==> src/rtl/sym_seq_arbiter.sv <==
// Two-requester arbiter that owns a shared 2-bit symbol recognizer: grants it,
// clears it, forwards one symbol sequence, then reports whether st3 was reached.
module sym_seq_arbiter #(
  parameter int TIMEOUT = 12,
  parameter int CNT_W   = 4
) (
  input  logic       clk,
  input  logic       res,
  input  logic       req0,
  input  logic [1:0] sym0,
  input  logic       last0,
  input  logic       req1,
  input  logic [1:0] sym1,
  input  logic       last1,
  input  logic [1:0] state_in,
  output logic       gnt0,
  output logic       gnt1,
  output logic [1:0] s_out,
  output logic       rec_res,
  output logic       done,
  output logic       match,
  output logic       owner,
  output logic       timeout
);

  // state  | meaning
  // IDLE   | recognizer idle, waiting for a request
  // CLR    | recognizer held in reset for one cycle
  // RUN    | forwarding owner symbols, counting cycles
  // DRAIN1 | final symbol propagating through recognizer
  // DRAIN2 | last match sample, then report and release
  localparam logic [2:0] IDLE   = 3'd0;
  localparam logic [2:0] CLR    = 3'd1;
  localparam logic [2:0] RUN    = 3'd2;
  localparam logic [2:0] DRAIN1 = 3'd3;
  localparam logic [2:0] DRAIN2 = 3'd4;

  localparam logic [CNT_W-1:0] CNT_LAST = CNT_W'(TIMEOUT - 1);

  logic [2:0]       state_q, state_d;
  logic [CNT_W-1:0] cnt_q, cnt_d;
  logic             own_q, own_d;
  logic             rr_q, rr_d;
  logic             hit_q, hit_d;
  logic             tmo_q, tmo_d;
  logic             gnt0_q, gnt0_d;
  logic             gnt1_q, gnt1_d;
  logic [1:0]       s_out_q, s_out_d;
  logic             rec_res_q, rec_res_d;
  logic             done_q, done_d;
  logic             match_q, match_d;
  logic             owner_q, owner_d;
  logic             timeout_q, timeout_d;

  logic       own_req, own_last, st3, pick;
  logic [1:0] own_sym;

  assign own_req  = own_q ? req1  : req0;
  assign own_sym  = own_q ? sym1  : sym0;
  assign own_last = own_q ? last1 : last0;
  assign st3      = (state_in == 2'b11);
  // with both requesting, the one not served last wins
  assign pick     = (req0 && req1) ? ~rr_q : req1;

  always_comb begin
    state_d   = state_q;
    cnt_d     = cnt_q;
    own_d     = own_q;
    rr_d      = rr_q;
    hit_d     = hit_q;
    tmo_d     = tmo_q;
    gnt0_d    = gnt0_q;
    gnt1_d    = gnt1_q;
    s_out_d   = 2'b00;
    rec_res_d = 1'b1;
    done_d    = 1'b0;
    match_d   = 1'b0;
    owner_d   = 1'b0;
    timeout_d = 1'b0;
    case (state_q)
      IDLE: begin
        if (req0 || req1) begin
          gnt0_d  = ~pick;
          gnt1_d  = pick;
          own_d   = pick;
          hit_d   = 1'b0;
          tmo_d   = 1'b0;
          cnt_d   = '0;
          state_d = CLR;
        end
      end
      CLR: begin
        rec_res_d = 1'b0;
        state_d   = RUN;
      end
      RUN: begin
        cnt_d   = cnt_q + 1'b1;
        s_out_d = own_req ? own_sym : 2'b00;
        if (st3) hit_d = 1'b1;
        if (own_req && own_last) begin
          state_d = DRAIN1;
        end else if (cnt_q == CNT_LAST) begin
          tmo_d   = 1'b1;
          state_d = DRAIN1;
        end
      end
      DRAIN1: begin
        if (st3) hit_d = 1'b1;
        state_d = DRAIN2;
      end
      DRAIN2: begin
        // include this cycle's sample so a late st3 still counts
        done_d    = 1'b1;
        match_d   = hit_q | st3;
        owner_d   = own_q;
        timeout_d = tmo_q;
        gnt0_d    = 1'b0;
        gnt1_d    = 1'b0;
        rr_d      = own_q;
        state_d   = IDLE;
      end
      default: state_d = IDLE;
    endcase
  end

  always_ff @(posedge clk or negedge res) begin
    if (!res) begin
      state_q   <= IDLE;
      cnt_q     <= '0;
      own_q     <= 1'b0;
      rr_q      <= 1'b1;
      hit_q     <= 1'b0;
      tmo_q     <= 1'b0;
      gnt0_q    <= 1'b0;
      gnt1_q    <= 1'b0;
      s_out_q   <= 2'b00;
      rec_res_q <= 1'b0;
      done_q    <= 1'b0;
      match_q   <= 1'b0;
      owner_q   <= 1'b0;
      timeout_q <= 1'b0;
    end else begin
      state_q   <= state_d;
      cnt_q     <= cnt_d;
      own_q     <= own_d;
      rr_q      <= rr_d;
      hit_q     <= hit_d;
      tmo_q     <= tmo_d;
      gnt0_q    <= gnt0_d;
      gnt1_q    <= gnt1_d;
      s_out_q   <= s_out_d;
      rec_res_q <= rec_res_d;
      done_q    <= done_d;
      match_q   <= match_d;
      owner_q   <= owner_d;
      timeout_q <= timeout_d;
    end
  end

  assign gnt0    = gnt0_q;
  assign gnt1    = gnt1_q;
  assign s_out   = s_out_q;
  assign rec_res = rec_res_q;
  assign done    = done_q;
  assign match   = match_q;
  assign owner   = owner_q;
  assign timeout = timeout_q;

endmodule
==> config.mk <==
export PLATFORM = sky130hd
export DESIGN_NAME = sym_seq_arbiter
export DESIGN_NICKNAME = d
export VERILOG_FILES = /design/src/rtl/sym_seq_arbiter.sv
export SDC_FILE = /design/constraint.sdc
export NUM_CORES = 1
export LEC_CHECK = 0
export BUFFER_PORTS_ARGS = -buffer_cell sky130_fd_sc_hd__buf_2
export CORE_MARGIN = 2
export CORE_UTILIZATION = 45
export DETAILED_ROUTE_END_ITERATION = 10
export PLACE_DENSITY = 0.79
export REMOVE_ABC_BUFFERS = 1
export SETUP_SLACK_MARGIN = 0.1
export SYNTH_ARGS = -nofsm -noshare
export SYNTH_HDL_FRONTEND = slang
export SYNTH_SLANG_ARGS = --single-unit
==> constraint.sdc <==
create_clock -name clk -period 1.3 [get_ports clk]
set_input_delay 0.065 -clock clk [delete_from_list [all_inputs] [get_ports clk]]
set_output_delay 0.065 -clock clk [all_outputs]
set_load 0.1 [all_outputs]
Word-level counts from Yosys, hierarchy flattened --
Index checks and enable logic that the tools add are counted.
Word-level totals: register bits 20, input bits 12, output and inout port bits 9, logic and storage cells 70
Cells by class: add/subtract/negate cells 1, eq/ne operators 11, muxes and demuxes 27, bitwise logic cells 3, reductions and logical operators 14
Operator list (count):
- $mux W1 | 14
- $pmux W3 S4 | 1
- $mux W3 | 3
- $pmux W1 S2 | 4
- $pmux W4 S2 | 1
- $reduce_and A2 Y1 | 4
- $eq A3 B2 Y1 const B | 2
- $mux W2 | 3
- $ne A2 B2 Y1 const B | 3
- $reduce_bool A2 Y1 | 3
- $add A4 B1 Y4 const B | 1
- $eq A4 B4 Y1 const B | 1
- $mux W4 | 1
- $reduce_and A4 Y1 | 1
- $eq A3 B1 Y1 const B | 1
- $eq A3 B3 Y1 const B | 1
- $logic_not A3 Y1 | 1
- $ne A3 B3 Y1 const B | 1
- $reduce_and A3 Y1 | 1
- $eq A2 B2 Y1 const B | 1
- $logic_and A1 B1 Y1 | 2
- $ne A2 B1 Y1 const B | 1
- $not A1 Y1 | 2
- $reduce_or A2 Y1 | 1
- other kinds (2) | 2

Logic depth before layout (Yosys ltp) --
Gate-level depths: netlist of the first run.
depth after elaboration 5, mapped depth 5, gate-level depth less buffers 4

Least setup slack after synthesis of the first run --
OpenSTA, ideal clock, no wires.
path type reg2reg, start register, netlist name gnt0, end register gnt0_q (netlist: gnt0), library setup time 0.100 ns, data arrival time 1.220 ns, data required time 1.200 ns, slack -0.019 ns, stages on the path, launching flop included 3, path buffers 0, period minus slack after synthesis 1.319 ns, path through dfrtp_1 > a21oi_1 > a311oi_1
RTL lines:
- end signal, assigned | line 149 | gnt0_q <= gnt0_d;
- end, declared | line 46 | logic gnt0_q, gnt0_d;

Worst setup path in the final report of the first run --
start register state_q[0], end register cnt_q[1]
Between the ends: longest elaborated chain between the ends 3, elaborated cells between the ends (all ways) 6, classes of those cells 2 x eq/ne; 1 x mux; 3 x reduce/logical
RTL lines:
- start, declared | line 40 | logic [2:0] state_q, state_d;
- start signal, assigned | line 143 | state_q <= state_d;
- $eq A3 B2 Y1 or $logic_not A3 Y1 (tied branches) | line 80 | case (state_q)
- $reduce_bool A2 Y1 (no source line) or $ne A2 B2 Y1 (tied branches)
- $reduce_and A2 Y1 (no source line)
- end signal, assigned | line 144 | cnt_q <= cnt_d;
- end, declared | line 41 | logic [CNT_W-1:0] cnt_q, cnt_d;
Several ways; a longest one is shown, not always the timed one. A chain may end at the register's enable or synchronous reset.

==> impl_metrics.tcl, run 1 <==
set metrics [dict create \
    run_status "completed" \
    synth_flop_cell "dfrtp_1" \
    ant_nets 0 \
    multi_input_area_um2 350.3 \
    synth.most_common_cell "dfrtp_1" \
    grt_max_degree 21 \
    crit_cells 3 \
    synth_async_sr_flop_share_pct 100.0 \
    grt_use_total_pct 16.78 \
    min_period_ns 1.244 \
    synth_common_cells "dfrtp_1 (19), nand2_1 (8), nor2_1 (5), o21ai_0 (4)" \
    max_stage_delay_ns 0.46 \
    dieArea_mm2 0.002273 \
    grt_overflow_total 0 \
    syn_inst 75 \
    start_kind "flop" \
    top_register "cnt_q" \
    die_h_um 47.68 \
    numCtsBuffers 3 \
    start_util_pct 48.65 \
    cts_max_path_buffers 2 \
    min_path_cells 3 \
    synth_top_area_share_pct 55.39 \
    synth_top_area_cell "dfrtp_1" \
    clkTransAtPathRegs_ns 0.10 \
    required_ns 1.50 \
    cts-root-buf "clkbuf_4" \
    p_seq_share_pct 36.6 \
    dpl.hpwl_um 1114 \
    p_leak_nw 0.5527 \
    hp-class "in2reg" \
    globalplace.congestion 0.7727 \
    io_pins 21 \
    crit_type "reg2reg" \
    largest_reg_flops 4 \
    clock-sinks 20 \
    ff2ff_path_depth 3 \
    worstPathBufferInverterCount 0 \
    maxCapViolations 0 \
    num_vias 666 \
    ys_warn_count 0 \
    synth-seq-cells 20 \
    p_total_mw 2.734 \
    dr.pass1.iters 4 \
    cp_max_fo 5 \
    postSynthAreaPerCell_um2 11.44 \
    finalSetupViolations 0 \
    layout-drive-gt1-share_pct 39.42 \
    switching_share_pct 46.96 \
    grt_pass1_wl_um 2559 \
    core_area_mm2 0.001764 \
    place_ws_ns 0.05790 \
    synthesis.area_um2 858.3 \
    vdd_ir_drop_max_mv 1.473 \
    finalNetCount 118 \
    timing.final.hold_violations 0 \
    slew_violations 0 \
    skew_ns 0.005216 \
    fin_ws_ns 0.05639 \
    post_drt_wl_per_cell_um 13.40 \
    wirelength_um 1728 \
    synth.top_cells.by_area "dfrtp_1 (55%), a32o_1 (3.5%), nand2_1 (3.5%)" \
    fmax_mhz 804.1 \
    insertion_delay_ns 0.30 \
    die_width_um 47.68 \
    via_per_inst 5.163 \
    synth_cell_type_count 31 \
    antenna_found_initial 0 \
    design_area_mm2 0.001090 \
    fin_crit_sh_pct 95.66 \
    p_int_mw 1.450 \
    critPathArrivalTime_ns 1.44 \
    dpl_cell_area_mm2 0.001007 \
    whs_ns 0.001940 \
    fillers 159 \
    rows 15 \
    htree_num_levels 1 \
    endpoint_kind "flop" \
    drc_errors 0 \
    crit_family "simple AND/OR/NAND/NOR gates" \
    relSlewSlack_pct 67.87 \
    port_buffers 20 \
    pwr-share-comb_pct 52.6 \
    grt_pass1_vias 623 \
    num_antenna_cells 0 \
    pwr-share-clk_pct 10.8 \
    cp_slowest_cell "dfrtp_2" \
    switchingPower_mw 1.284 \
    drt-initial-drc-count 10 \
    cts_tree "built" \
    rsz0062_at_grt "yes" \
    p_per_area_mw_per_mm2 2509 \
    seq_area_um2 505.5 \
    synth-edff-count 0 \
    areaGrowthSynthToFinish_pct 26.97 \
    tightest_slew_ns 0.4853 \
    seq_area_frac_synth_pct 58.45 \
    cp_cell_sequence "or3_4 -> o211ai_1 -> nand2_1" \
]
cell type report:
type | count | share of cell area [%]
Sequential cell | 20 | 46.38
Multi-Input combinational cell | 50 | 32.15
Timing Repair Buffer | 28 | 15.50
Tap cell | 25 | 2.870
Clock buffer | 4 | 2.411
Inverter | 2 | 0.6889
final timing paths:
kind | startpoint | end | slack, ns
worst max-delay path | state_q[0] | cnt_q[1] | 0.06
worst min-delay path | sym0[1] | s_out[1] | 0.002
worst max register to register | state_q[0] | cnt_q[1] | 0.06
worst min register to register | cnt_q[3] | cnt_q[3] | 0.49
max in group asynchronous | res | rr_q | 0.74
min in group asynchronous | res | rec_res | 0.22
cell families (layout without fill, tap and decap cells):
| family | count (synthesis) | in the layout | share of synthesized area (%) |
|---|---|---|---|
| compound gates | 20 | 20 | 17.49 |
| fa+ha+maj | 1 | 1 | 1.457 |
| buf+inv | 5 | 34 | 3.206 |
| flops | 20 | 20 | 58.46 |
| mux | 2 | 2 | 2.332 |
| simple gates | 27 | 27 | 17.06 |
per-stage QoR:
stage,util [%],instances,setup TNS (ns)
2_1_floorplan,-,72,-0.01924
3_3_place_gp,57.09,122,0
3_5_place_dp,57.09,122,0
4_1_cts,60.64,128,0
5_1_grt,61.77,129,0
6_report,61.77,129,0
per-layer routing:
| layer | up-vias | routed length, um | global-route usage [%] |
|---|---|---|---|
| li1 | 331 | - | - |
| met4 | 0 | 45 | 9.730 |
| met1 | 306 | 752 | 20.72 |
| met3 | 5 | 103 | 3.396 |
| met5 | - | 0 | 0 |
| met2 | 24 | 826 | 27.30 |
cell usage in the layout, fill, tap and decap left out, types with 2 or more instances in the layout:
cell and n:
nor2_1 4, a32o_1 3, o21ai_0 2, nor2b_1 3, nand2_1 8, dfrtp_2 3, dfrtp_1 16, mux2i_1 2
clkbuf_4 4, and3_1 2, a21oi_1 3, buf_4 6, o21ai_1 4, a32oi_1 3, buf_2 19, inv_1 2
worst min-delay path, cell delays in order:
cell and delay [ns]:
buf_2 0.08, a32oi_1 0.05, nor2_1 0.08
power by group through the flow:
| stage | Combinational [mW] | Sequential (mW) | Clock, mW |
|---|---|---|---|
| after floorplan | 0.452 | 1.48 | 0 |
| after global placement | 1.29 | 0.970 | 0 |
| after detailed placement | 1.30 | 0.975 | 0 |
| after CTS | 1.40 | 0.971 | 0.307 |
| after global routing | 1.55 | 1.03 | 0.326 |
| final | 1.44 | 0.999 | 0.296 |
timing repair:
action	4_1_cts	5_1_grt
resized for setup	6	6
hold buffers	1	0
endpoints found under the hold margin	19	0
pin swaps	5	4
endpoints found under the setup margin	7	13
setup buffers	1	1
(Power assumes the default switching activity.)
==> run 2, diff against run 1 <==
--- a/config.mk
+++ b/config.mk
@@ -9,7 +9,7 @@
 export CORE_MARGIN = 2
 export CORE_UTILIZATION = 45
 export DETAILED_ROUTE_END_ITERATION = 10
-export PLACE_DENSITY = 0.79
+export PLACE_DENSITY_LB_ADDON = 0.12
 export REMOVE_ABC_BUFFERS = 1
 export SETUP_SLACK_MARGIN = 0.1
 export SYNTH_ARGS = -nofsm -noshare
==> impl_metrics.tcl, run 2 (synthesis results as in run 1) <==
set metrics [dict create \
    whs_ns 0.005247 \
    slew_violations 0 \
    p_per_area_mw_per_mm2 2535 \
    port_buffers 20 \
    numCtsBuffers 3 \
    grt_overflow_total 0 \
    cp_max_fo 6 \
    maxCapViolations 0 \
    tightest_slew_ns 0.4875 \
    endpoint_kind "flop" \
    required_ns 1.50 \
    layout-drive-gt1-share_pct 41.90 \
    p_leak_nw 0.5607 \
    die_width_um 47.68 \
    final_common_cell "buf_2" \
    insertion_delay_ns 0.30 \
    wl_met1_um 804 \
    finalNetCount 119 \
    tns_ns 0 \
    hp-class "in2reg" \
    grt_use_total_pct 17.62 \
    fillers 155 \
    grt_pass1_wl_um 2746 \
    dr.pass1.iters 1 \
    start_util_pct 48.65 \
    drc_errors 0 \
    fin_crit_sh_pct 94.80 \
    areaGrowthSynthToFinish_pct 29.15 \
    num_vias 680 \
    rsz0062_at_grt "yes" \
    dieArea_mm2 0.002273 \
    clock-sinks 20 \
    final_cell_mix "buf_2 (18), dfrtp_1 (16), nand2_1 (8), buf_4 (8), clkbuf_4 (5)" \
    cts-root-buf "clkbuf_4" \
    rows 15 \
    crit_type "reg2reg" \
    fmax_mhz 811.4 \
    start_kind "flop" \
    antenna_found_initial 0 \
    min_period_ns 1.232 \
    top_register "cnt_q" \
    critPathArrivalTime_ns 1.43 \
    multi_input_area_um2 352.8 \
    relSlewSlack_pct 67.72 \
    p_total_mw 2.810 \
    grt_pass1_vias 636 \
    dpl.hpwl_um 1146 \
    cts_tree "built" \
    vdd_ir_drop_max_mv 1.615 \
    post_drt_wl_per_cell_um 12.77 \
    clkTransAtPathRegs_ns 0.11 \
    via_per_inst 5.231 \
    num_antenna_cells 0 \
    wl_met2_um 741 \
    largest_reg_flops 4 \
    grt_max_degree 21 \
    run_status "completed" \
    dr.max_layer_used "met4" \
    seq_area_um2 505.5 \
    globalplace.congestion 0.7547 \
    htree_num_levels 1 \
    io_pins 21 \
    cts_max_path_buffers 2 \
    finalSetupViolations 0 \
    die_h_um 47.68 \
    drt-initial-drc-count 0 \
    wirelength_um 1660 \
    core_area_mm2 0.001764 \
    ant_nets 0 \
    place_ws_ns 0.01867 \
    route.met3.wl_um 84 \
    ff2ff_setup_slack_ns 0.07 \
    fin_ws_ns 0.06757 \
    timing.final.hold_violations 0 \
    skew_ns 0.004832 \
]
[run 2: cell type report]
class,count,area share [%]
clock buffer,4,3.273
inverter,2,0.6772
multi-input combinational,50,31.83
sequential,20,45.60
tap,25,2.822
timing repair buffer,29,15.80
[run 2: timing repair]
item / CTS / global route
setup endpoints to repair: 12 / 14
hold buffers: 1 / 0
pin swaps: 1 / 4
resized for setup: 6 / 7
setup buffers: 3 / 1
hold endpoints to repair: 19 / 0
[run 2: path summary, 6_finish.rpt]
check                      startpoint  endpoint  depth (start not counted)
setup / recovery           state_q[0]  cnt_q[1]                          3
hold / removal                sym0[1]  s_out[1]                          3
setup reg to reg           state_q[0]  cnt_q[1]                          3
hold reg to reg              cnt_q[3]  cnt_q[3]                          1
max in group asynchronous         res      rr_q                          2
min in group asynchronous         res   timeout                          2
[run 2: per-layer routing]
metal,up-vias,global-route usage (%)
li1,339,-
met1,319,23.74
met2,18,28.38
met3,4,3.396
met4,0,6.486
met5,-,0
[run 2: where the power goes]
part	total (mW)	internal (mW)	switching, mW	leakage, nW
Sequential	1.01	0.829	0.177	0.253
Clock	0.358	0.171	0.188	0.0210
Combinational	1.45	0.519	0.927	0.286
[run 2: critical path, stage by stage, from the launching register on]
cell and delay, ns:
dfrtp_2 0.47, or3_4 0.42, o211ai_1 0.16, nand2_1 0.08
[run 2: stage by stage]
stage | instance area (um^2) | cells | utilization (%)
2_1_floorplan | 838.3 | 72 | -
3_3_place_gp | 999.7 | 121 | 56.67
3_5_place_dp | 999.7 | 121 | 56.67
4_1_cts | 1079 | 129 | 61.13
5_1_grt | 1109 | 130 | 62.84
6_report | 1109 | 130 | 62.84
==> run 3, diff against run 2 <==
--- a/config.mk
+++ b/config.mk
@@ -6,9 +6,10 @@
 export NUM_CORES = 1
 export LEC_CHECK = 0
 export BUFFER_PORTS_ARGS = -buffer_cell sky130_fd_sc_hd__buf_2
-export CORE_MARGIN = 2
+export CORE_MARGIN = 8
 export CORE_UTILIZATION = 45
 export DETAILED_ROUTE_END_ITERATION = 10
+export GPL_TIMING_DRIVEN = 0
 export PLACE_DENSITY_LB_ADDON = 0.12
 export REMOVE_ABC_BUFFERS = 1
 export SETUP_SLACK_MARGIN = 0.1
==> impl_metrics.tcl, run 3 (synthesis results as in run 1) <==
set metrics [dict create \
    slew_violations 0 \
    insertion_delay_ns 0.30 \
    final_cell_mix "buf_2 (17), dfrtp_1 (16), nand2_1 (8)" \
    grt_pass1_vias 658 \
    antenna_found_initial 0 \
    numCtsBuffers 3 \
    via_per_inst 5.159 \
    rows 15 \
    core_area_mm2 0.001764 \
    die_h_um 59.68 \
    cts_tree "built" \
    cp_max_fo 7 \
    dr.pass1.iters 4 \
    grt_use_total_pct 11.93 \
    cts-root-buf "clkbuf_4" \
    ant_nets 0 \
    num_vias 681 \
    rsz0062_at_grt "yes" \
    endpoint_kind "flop" \
    crit_type "reg2reg" \
    timing.final.hold_violations 0 \
    min_path_cells 3 \
    relSlewSlack_pct 67.68 \
    num_antenna_cells 0 \
    start_util_pct 48.65 \
    ff2ff_setup_slack_ns 0.03 \
    finalSetupViolations 0 \
    place_ws_ns -0.03969 \
    vdd_ir_drop_max_mv 1.349 \
    largest_reg_flops 4 \
    r2r_start "state_q[0]" \
    drt-initial-drc-count 5 \
    p_per_area_mw_per_mm2 2543 \
    tightest_slew_ns 0.4881 \
    globalplace.congestion 0.7529 \
    grt_max_degree 21 \
    htree_num_levels 1 \
    finish.utilization_pct 65.32 \
    ff2ff_path_depth 4 \
    wirelength_um 1909 \
    hold_start "state_in[0]" \
    io_pins 21 \
    layout-drive-gt1-share_pct 40.19 \
    min_period_ns 1.270 \
    cts_max_path_buffers 2 \
    fin_crit_sh_pct 97.68 \
    run_status "completed" \
    holdPathEnd "match" \
    grt_overflow_total 0 \
    dieArea_mm2 0.003561 \
    grt_pass1_wl_um 3139 \
    areaGrowthSynthToFinish_pct 34.26 \
    fmax_mhz 787.5 \
    fin_ws_ns 0.03017 \
    critPathArrivalTime_ns 1.49 \
    dpl.hpwl_um 1240 \
    drc_errors 0 \
    start_kind "flop" \
    p_leak_nw 0.5786 \
    clkTransAtPathRegs_ns 0.12 \
    clock-sinks 20 \
    skew_ns 0.01164 \
    post_drt_wl_per_cell_um 14.46 \
    port_buffers 20 \
    required_ns 1.52 \
    die_width_um 59.68 \
    maxCapViolations 0 \
    final_common_cell "buf_2" \
    top_register "cnt_q" \
    hp-class "in2reg" \
    finalNetCount 121 \
    worstReg2RegEnd "cnt_q[3]" \
]
run 3: cell count changes in the layout (fill, tap and decap cells not counted), sizes merged:
cell,delta
buf,-2
bufinv,+1
dlygate4sd3,+3
run 3: what timing repair did:
item | in CTS | in global routing
hold buffers | 4 | 0
pin swaps | 4 | 2
setup buffers | 5 | 2
resized for setup | 11 | 3
endpoints found under the setup margin | 14 | 16
hold endpoints to repair | 22 | 0
cloned | 0 | 0
run 3: area by class of cell:
class                      count  area, um^2
fill                         155       611.8
sequential                    20       505.5
multi-input combinational     50       355.3
timing repair buffer          31       200.2
tap                           25       31.28
clock inverter                 1       30.03
clock buffer                   3       22.52
inverter                       2       7.507
run 3: worst max-delay path by stage:
stage                    start        to  slack (ns)
floorplan                 gnt0      gnt0       -0.02
global placement    state_q[2]  cnt_q[1]       -0.02
detailed placement  state_q[0]     hit_q       -0.04
CTS                 state_q[0]  cnt_q[3]        0.06
global route        state_q[0]  cnt_q[1]       -0.08
finish              state_q[0]  cnt_q[3]        0.03
run 3: critical path, cell delays in order (launching register included):
cell and delay (ns):
dfrtp_2 0.47, buf_4 0.16, nor3b_4 0.22, nand4_1 0.15, mux2i_1 0.19
run 3: where the power goes:
| part | internal, mW | switching (mW) |
|---|---|---|
| Sequential | 0.828 | 0.176 |
| Combinational | 0.491 | 0.934 |
| Clock | 0.312 | 0.189 |
run 3: layer usage:
metal,up-vias,global-route usage [%],wire (um),part of all wire [%]
li1,341,-,-,-
met1,322,13.74,851,45
met2,16,18.31,877,46
met3,2,5.139,166,8.7
met4,0,6.122,13,0.68
met5,-,0,0,0
run 3: per-stage QoR:
step                area, um^2  hold WS (ns)  power (mW)  setup TNS (ns)  cells
finish                    1152       0.01714       2.931               0    132
global route              1152       0.01279       3.115         -0.1872    132
CTS                       1130      0.001480       2.895               0    130
detailed placement       969.7       0.03630       2.181        -0.09861    117
global placement         969.7       0.03174       2.167        -0.03314    117
floorplan                838.3       -0.2306       1.936        -0.01924     72
